## src/rtl/mips_run_ctrl.sv

```systemverilog
// -----------------------------------------------------------------------------
// mips_run_ctrl
//
// Run controller for the MIPS core. After a start pulse it holds the core in
// reset for RESET_HOLD cycles, then enables execution and counts RUN cycles
// until the run ends by an explicit halt request, a PC self-loop (the "j ."
// idiom, seen as HALT_REPEAT consecutive valid samples of the same PC), or
// the MAX_CYCLES watchdog. The PC at the end of the run is latched.
//
// Ports:
//   clk          system clock, all logic on the rising edge
//   rst_n        synchronous active-low reset
//   start        one-cycle pulse, begins a run (ignored in HOLD and RUN)
//   pc           current core PC
//   pc_valid     pc is meaningful this cycle
//   halt_req     explicit halt from core or testbench
//   core_rst_n   reset to the core, active low
//   core_en      core clock / step enable
//   running      high while in RUN
//   done         sticky, run ended by halt or self-loop
//   timeout      sticky, run ended by watchdog
//   cycle_count  RUN cycles elapsed in the current/last run
//   final_pc     PC latched at the end of the run
//
// All outputs are registered.
// -----------------------------------------------------------------------------
module mips_run_ctrl #(
  parameter int PC_W        = 32,
  parameter int RESET_HOLD  = 4,
  parameter int MAX_CYCLES  = 1000,
  parameter int HALT_REPEAT = 3,
  parameter int CNT_W       = $clog2(MAX_CYCLES + 1)
) (
  input  logic             clk,
  input  logic             rst_n,
  input  logic             start,
  input  logic [PC_W-1:0]  pc,
  input  logic             pc_valid,
  input  logic             halt_req,
  output logic             core_rst_n,
  output logic             core_en,
  output logic             running,
  output logic             done,
  output logic             timeout,
  output logic [CNT_W-1:0] cycle_count,
  output logic [PC_W-1:0]  final_pc
);

  localparam int HOLD_W = $clog2(RESET_HOLD + 1);
  localparam int REP_W  = $clog2(HALT_REPEAT + 1);

  typedef enum logic [2:0] {
    S_IDLE,
    S_HOLD,
    S_RUN,
    S_DONE,
    S_TIMEOUT
  } state_e;

  state_e            state_q, state_d;
  logic [HOLD_W-1:0] hold_cnt_q, hold_cnt_d;
  logic [REP_W-1:0]  rep_cnt_q, rep_cnt_d;
  logic [PC_W-1:0]   last_pc_q, last_pc_d;
  logic [CNT_W-1:0]  cycle_count_q, cycle_count_d;
  logic [PC_W-1:0]   final_pc_q, final_pc_d;
  logic              core_rst_n_q, core_rst_n_d;
  logic              core_en_q, core_en_d;
  logic              running_q, running_d;
  logic              done_q, done_d;
  logic              timeout_q, timeout_d;

  logic              enter_hold;
  logic              loop_halt;

  always_comb begin
    // NOTE: every signal written here gets a default first; a path that left
    // one unassigned would infer a latch.
    state_d       = state_q;
    hold_cnt_d    = hold_cnt_q;
    rep_cnt_d     = rep_cnt_q;
    last_pc_d     = last_pc_q;
    cycle_count_d = cycle_count_q;
    final_pc_d    = final_pc_q;
    core_rst_n_d  = core_rst_n_q;
    core_en_d     = core_en_q;
    running_d     = running_q;
    done_d        = done_q;
    timeout_d     = timeout_q;
    enter_hold    = 1'b0;
    loop_halt     = 1'b0;

    unique case (state_q)
      S_IDLE: begin
        core_rst_n_d = 1'b0;
        core_en_d    = 1'b0;
        running_d    = 1'b0;
        enter_hold   = start;
      end

      S_HOLD: begin
        hold_cnt_d = hold_cnt_q + HOLD_W'(1);
        if (hold_cnt_q == HOLD_W'(RESET_HOLD - 1)) begin
          state_d      = S_RUN;
          core_rst_n_d = 1'b1;
          core_en_d    = 1'b1;
          running_d    = 1'b1;
        end
      end

      S_RUN: begin
        cycle_count_d = cycle_count_q + CNT_W'(1);

        // rep_cnt is 0 only before the first valid sample of a run, so that
        // sample starts a fresh streak even if it equals the cleared last_pc.
        if (pc_valid) begin
          last_pc_d = pc;
          if (rep_cnt_q != '0 && pc == last_pc_q) begin
            rep_cnt_d = rep_cnt_q + REP_W'(1);
          end else begin
            rep_cnt_d = REP_W'(1);
          end
          loop_halt = (rep_cnt_d == REP_W'(HALT_REPEAT));
        end

        // last_pc_d already holds pc when it is valid, else the last valid
        // sample; it is the PC to report in both end cases. Halt has
        // priority over the watchdog.
        if (halt_req || loop_halt) begin
          state_d    = S_DONE;
          done_d     = 1'b1;
          final_pc_d = last_pc_d;
          core_en_d  = 1'b0;
          running_d  = 1'b0;
        end else if (cycle_count_q == CNT_W'(MAX_CYCLES - 1)) begin
          state_d    = S_TIMEOUT;
          timeout_d  = 1'b1;
          final_pc_d = last_pc_d;
          core_en_d  = 1'b0;
          running_d  = 1'b0;
        end
      end

      S_DONE, S_TIMEOUT: begin
        // core_rst_n stays high so the halted core can still be inspected.
        enter_hold = start;
      end

      default: begin
        state_d = S_IDLE;
      end
    endcase

    if (enter_hold) begin
      state_d       = S_HOLD;
      hold_cnt_d    = '0;
      rep_cnt_d     = '0;
      last_pc_d     = '0;
      cycle_count_d = '0;
      core_rst_n_d  = 1'b0;
      core_en_d     = 1'b0;
      running_d     = 1'b0;
      done_d        = 1'b0;
      timeout_d     = 1'b0;
    end
  end

  // NOTE: reset is synchronous, so it lives inside the clocked branch and is
  // only seen at a rising edge; state uses non-blocking assignments so every
  // flop samples the pre-edge values.
  always_ff @(posedge clk) begin
    if (!rst_n) begin
      state_q       <= S_IDLE;
      hold_cnt_q    <= '0;
      rep_cnt_q     <= '0;
      last_pc_q     <= '0;
      cycle_count_q <= '0;
      final_pc_q    <= '0;
      core_rst_n_q  <= 1'b0;
      core_en_q     <= 1'b0;
      running_q     <= 1'b0;
      done_q        <= 1'b0;
      timeout_q     <= 1'b0;
    end else begin
      state_q       <= state_d;
      hold_cnt_q    <= hold_cnt_d;
      rep_cnt_q     <= rep_cnt_d;
      last_pc_q     <= last_pc_d;
      cycle_count_q <= cycle_count_d;
      final_pc_q    <= final_pc_d;
      core_rst_n_q  <= core_rst_n_d;
      core_en_q     <= core_en_d;
      running_q     <= running_d;
      done_q        <= done_d;
      timeout_q     <= timeout_d;
    end
  end

  assign core_rst_n  = core_rst_n_q;
  assign core_en     = core_en_q;
  assign running     = running_q;
  assign done        = done_q;
  assign timeout     = timeout_q;
  assign cycle_count = cycle_count_q;
  assign final_pc    = final_pc_q;

endmodule

```

## config.mk

```make
export PLATFORM = sky130hd
export DESIGN_NAME = mips_run_ctrl
export DESIGN_NICKNAME = d
export VERILOG_FILES = /design/src/rtl/mips_run_ctrl.sv
export SDC_FILE = /design/constraint.sdc
export NUM_CORES = 1
export LEC_CHECK = 0
export ABC_CLOCK_PERIOD_IN_PS = 2500
export CORE_UTILIZATION = 45
export DETAILED_ROUTE_END_ITERATION = 10
export PLACE_DENSITY_LB_ADDON = 0.08
export REMOVE_ABC_BUFFERS = 1
export SYNTH_ARGS = -nofsm -noshare
export SYNTH_HDL_FRONTEND = slang
export SYNTH_SLANG_ARGS = --single-unit
```

## constraint.sdc

```tcl
create_clock -name clk -period 2.5 [get_ports clk]
set_input_delay 0.5 -clock clk [delete_from_list [all_inputs] [get_ports clk]]
set_output_delay 0.5 -clock clk [all_outputs]
set_load 0.005 [all_outputs]
```

* Yosys cells after proc, flatten, opt, wreduce, memory -nomap -nowiden *
Index checks and enable logic that the tools add are counted.

word-level totals
  register bits = 86
  bits of input ports = 37
  output and inout port bits = 47
  logic and storage cells = 66

cells by class
  $add $sub $neg = 3
  eq/ne operators = 13
  mux-type cells = 19
  bitwise gates (word level) = 3
  reduce and logical (&&, ||, !) cells = 17

operators by type and width
  kind                                                              number
  32-bit 2-to-1 mux                                                 3
  32-bit == test                                                    1
  3-bit AND reduction                                               4
  10-bit by 1-bit adder with 10-bit output (second input constant)  1
  10-bit == test (second input constant)                            1
  3-bit by 2-bit == test with 1-bit output (second input constant)  3
  3-bit 2-to-1 mux                                                  3
  3-bit one-hot mux with 3 select lines                             1
  2-bit AND reduction                                               4
  1-bit 2-to-1 mux                                                  7
  2-bit 2-to-1 mux                                                  3
  3-bit != test (second input constant)                             2
  2-bit nonzero test                                                3
  4-bit != test (second input constant)                             1
  3-bit by 1-bit adder with 3-bit output (second input constant)    1
  3-bit by 1-bit == test with 1-bit output (second input constant)  1
  3-bit == test (second input constant)                             1
  3-bit logical NOT                                                 1
  1-bit inverter                                                    3
  1-bit one-hot mux with 3 select lines                             1
  3-bit nonzero test                                                1
  3-bit OR reduction                                                1
  2-bit by 1-bit adder with 2-bit output (second input constant)    1
  2-bit == test (second input constant)                             1
  other kinds (6)                                                   6

* Logic depth before layout (Yosys ltp) *
  depth after elaboration = 12
  mapped depth = 9
  mapped depth without buffers = 8

* Worst setup path before layout *
OpenSTA, ideal clock, no wires.

  kind = input-to-reg
  from = input port pc[29]
  to = register final_pc_q[0], in the netlist final_pc[0]
  arrival time = 2.096 ns
  slack = 0.288 ns
  stages = 7
  cell sequence = xnor2_1 > o21ai_0 > or4_4 > nor4_4 > clkbuf_2 > o21ai_0 > and3_1

on the way
  longest elaborated chain between the ends = 11
  elaborated cells on any way between the ends = 12

ends and longest elaborated chain
  item                           line  text
  start, declared                37    input logic [PC_W-1:0] pc,
  32-bit == test *               117   if (rep_cnt_q != '0 && pc == last_pc_q) begin
  1-bit logical AND *            117
  2-bit 2-to-1 mux *             117
  2-bit 2-to-1 mux *             115   if (pc_valid) begin
  2-bit 2-to-1 mux *             92    unique case (state_q)
  2-bit == test *                122   loop_halt = (rep_cnt_d == REP_W'(HALT_REPEAT));
  1-bit 2-to-1 mux *             115
  1-bit 2-to-1 mux *             92
  1-bit logical OR *             128   if (halt_req || loop_halt) begin
  2-bit nonzero test (no line)   --
  2-bit AND reduction (no line)  --
  end signal, assigned           189   final_pc_q <= final_pc_d;
  end, declared                  65    logic [PC_W-1:0] final_pc_q, final_pc_d;

Every way passes the cells marked *; elsewhere a longest branch is shown, timed or not. The select of a mux whose other input is x is not followed.
A chain may end at the register's enable or synchronous reset.

* Worst setup path after layout *
  from = register rep_cnt_q[0]
  to = register final_pc_q[17], in the netlist final_pc[17]

on the way
  longest elaborated chain between the ends = 11
  elaborated cells on any way between the ends = 13

ends and longest elaborated chain
  item                                                                                            line  text
  start, declared                                                                                 62    logic [REP_W-1:0] rep_cnt_q, rep_cnt_d;
  start signal, assigned                                                                          186   rep_cnt_q <= rep_cnt_d;
  parallel branches: the longest is 2 deep, another holds 2-bit by 1-bit adder with 2-bit output  --
  2-bit 2-to-1 mux *                                                                              117
  2-bit 2-to-1 mux *                                                                              115
  2-bit 2-to-1 mux *                                                                              92
  2-bit == test *                                                                                 122
  1-bit 2-to-1 mux *                                                                              115
  1-bit 2-to-1 mux *                                                                              92
  1-bit logical OR *                                                                              128
  2-bit nonzero test (no line)                                                                    --
  2-bit AND reduction (no line)                                                                   --

Every way passes the cells marked *. The select of a mux whose other input is x is not followed.

==> reports/results.ini <==
[place]
dp_slack_ns = -0.367
portBuffers = 83
dp.final_hpwl_um = 6320
placed_area_mm2 = 0.00524
dp_cells = 681
routabilityCongestion = 0.799

[timing]
grt_setup_unrepaired = yes
worstMarginPinSlew_ns = 0.601
fin_setup_tns_ns = -0.00211
period_minus_slack_ns = 2.50
max_slew_margin = 0.599
layout_setup_ws_ns = -0.00211
final-max-slew-violation-count = 0
hold_viol = 0
post-route-period-util = 1.00
finalSetupViolCount = 1
max_freq_mhz = 400
fin_skew_ns = 0.0153

[setup_path]
start_kind = register
slowest_stage = or4_4
max_stage_delay_ns = 0.55
cp_max_fo = 6
critPathKind = register to register
crit_chain = inv_2, ha_4, and3b_1, nand2_1, or4_4, nor4_4, buf_6, clkbuf_16, o21ai_1, and3_1
cp_data_required_time_ns = 2.74
cp-end-kind = register
critPathArrivalTime_ns = 2.74

[yosys]
synth.distinct_cells = 39
synthTopCellsByArea = dfxtp_1 42%, mux2i_1 8.3%, nand2_1 7.0%
synth_ff_type = dfxtp_1
ys_seq_area_frac = 0.419
netlist_instances = 488
synth_top_area_frac = 0.419
synth_seq_cells = 86
yosysTopAreaCell = dfxtp_1
synthArstFlopShare = 0
yosys_warnings = 0
synth_area_mm2 = 0.00411
avgSynthCellArea_um2 = 8.41
synth_edf_count = 0

[clocking]
clkTransAtPathRegs_ns = 0.08
insertion_delay_ns = 0.35
cts_num_sinks = 86
cts_max_level = 3
cts-root-buf = clkbuf_8
cts_made_buffers = 9
tritoncts = yes
cts_buffer_depth = 2

[floorplanning]
core-area_mm2 = 0.00876
initial_utilization = 0.469
ioPinCount = 84
die_h_um = 97.5
die-width_um = 97.5
rows = 34
die_area_mm2 = 0.00951

[finish]
mostFrequentLayoutCells = 83 x dfxtp_1, 77 x clkdlybuf4s50_1, 76 x nand2_1, 37 x a21oi_1, 36 x and3_1
n_antenna_cell = 0
final_core_util = 0.639
mostFrequentLayoutCell = dfxtp_1
design_area_mm2 = 0.00560
finalNonFillerCells = 702
area_growth_pct = 36.4
fillers = 770
drive_gt1_frac = 0.128
final_net_count = 631

[drt]
drtAntennaViolNets = 0
routed_wl_um = 10200
routed-wl-met3_um = 524
drt-initial-drc-count = 139
maxUsedRoutingLayer = met4
vias = 3725
vias_per_cell = 5.31
dr.pass1.iters = 4
wl_met1_um = 4710
avgRoutedWirePerCell_um = 14.5
drc = 0
wl_met2_um = 4830

[power_and_ir_drop]
p_switching_mw = 0.595
p_int_mw = 1.98
combPwrFrac = 0.088
swShare = 0.231
clockPowerShare = 0.376
peakVddDrop_uv = 261
power_frac_seq = 0.536
p_leak_nw = 2.37
powerDensity_mw_per_mm2 = 459

[run_status]
status = finished, violations left
violations = negative setup slack

[worst_hold_path]
hp-class = register to register

[grt]
grt_use_total = 0.208
antenna_found_initial = 0
grt_pass1_vias = 3427
grt_max_degree = 65
grt_first_pass_wirelength_um = 16000
grt-ovfl-total = 0

[job]
drv_cap = 0

## area by class of cell
| class | instances | area (µm²) | area share |
|---|---|---|---|
| clock inverter | 4 | 47.5 | 0.00849 |
| sequential | 86 | 1730 | 0.308 |
| timing repair buffer | 127 | 1270 | 0.226 |
| tap | 108 | 135 | 0.0241 |
| inverter | 8 | 30.0 | 0.00536 |
| clock buffer | 11 | 141 | 0.0252 |
| multi-input combinational | 358 | 2250 | 0.403 |
## power groups by stage
stage / Combinational [mW] / Clock (mW) / Sequential (mW)
2_1_floorplan: 0.0758 / 0 / 1.41
4_1_cts: 0.226 / 0.992 / 1.38
6_report: 0.226 / 0.967 / 1.38
5_1_grt: 0.245 / 1.05 / 1.38
3_5_place_dp: 0.225 / 0 / 1.41
3_3_place_gp: 0.224 / 0 / 1.41
## path summary, 6_finish.rpt
path,cells after the start,endpoint,slack (ns),from
hold reg to reg,2,rep_cnt_q[1],0.46,rep_cnt_q[1]
hold / removal,2,rep_cnt_q[1],0.46,rep_cnt_q[1]
setup reg to reg,10,final_pc[17],-0.002,rep_cnt_q[0]
setup / recovery,10,final_pc[17],-0.002,rep_cnt_q[0]
## flip-flops by register name (all words and copies together), names as in the netlist
name and flops:
hold_cnt_q 3, running 1, final_pc 32, done 1, state_q 3, timeout 1, core_rst_n 1, cycle_count 10
rep_cnt_q 2, last_pc_q 32
## synth_stat cells, types with 3 or more instances
library cell and number:
a21oi_1 37, and3_1 36, buf_1 3, buf_2 5, clkbuf_1 23, clkbuf_2 4, dfxtp_1 86, ha_1 4
inv_1 8, mux2i_1 34, nand2_1 77, nand3_1 4, nand4_1 10, nor2_1 17, nor3_1 5, o21ai_0 37
or3_1 35, xnor2_1 22, xor2_1 17
## per-stage QoR
stage / total power, mW / hold slack, ns
final: 2.57 / 0.455
after global routing: 2.68 / 0.495
after CTS: 2.60 / 0.462
after detailed placement: 1.63 / 0.452
after global placement: 1.63 / 0.439
after floorplan: 1.48 / 0.432
## kinds of logic after synthesis
logic type	Yosys count	share of synthesized area
and+or+nand+nor	195	0.246
AOI/OAI and AO/OA	86	0.113
DFF	86	0.419
buffers and inverters	44	0.0439
xor gates and xnor gates	39	0.0832
muxes	34	0.0829
adders and majority gates	4	0.0122
## worst max-delay path, delay by kind of cell (launching register included)
kind                     cells  cell delay (ns)
AO/OA/AOI/OAI                1             0.05
adder cells (fa/ha/maj)      1             0.26
flip-flops                   1             0.35
buffers and inverters        3             0.44
AND/OR/NAND/NOR              5             1.29
## routing by layer
| layer | up-vias | global-route usage |
|---|---|---|
| met2 | 82 | 0.350 |
| met3 | 12 | 0.0403 |
| li1 | 1897 | - |
| met5 | - | 0 |
| met1 | 1734 | 0.264 |
| met4 | 0 | 0.0781 |
## what timing repair did
item,CTS,global route
buffers inserted,0,2
resized for setup,0,48
endpoints found under the setup margin,0,30
hold buffers,0,0
endpoints found under the hold margin,0,0
(Power assumes the default switching activity.)
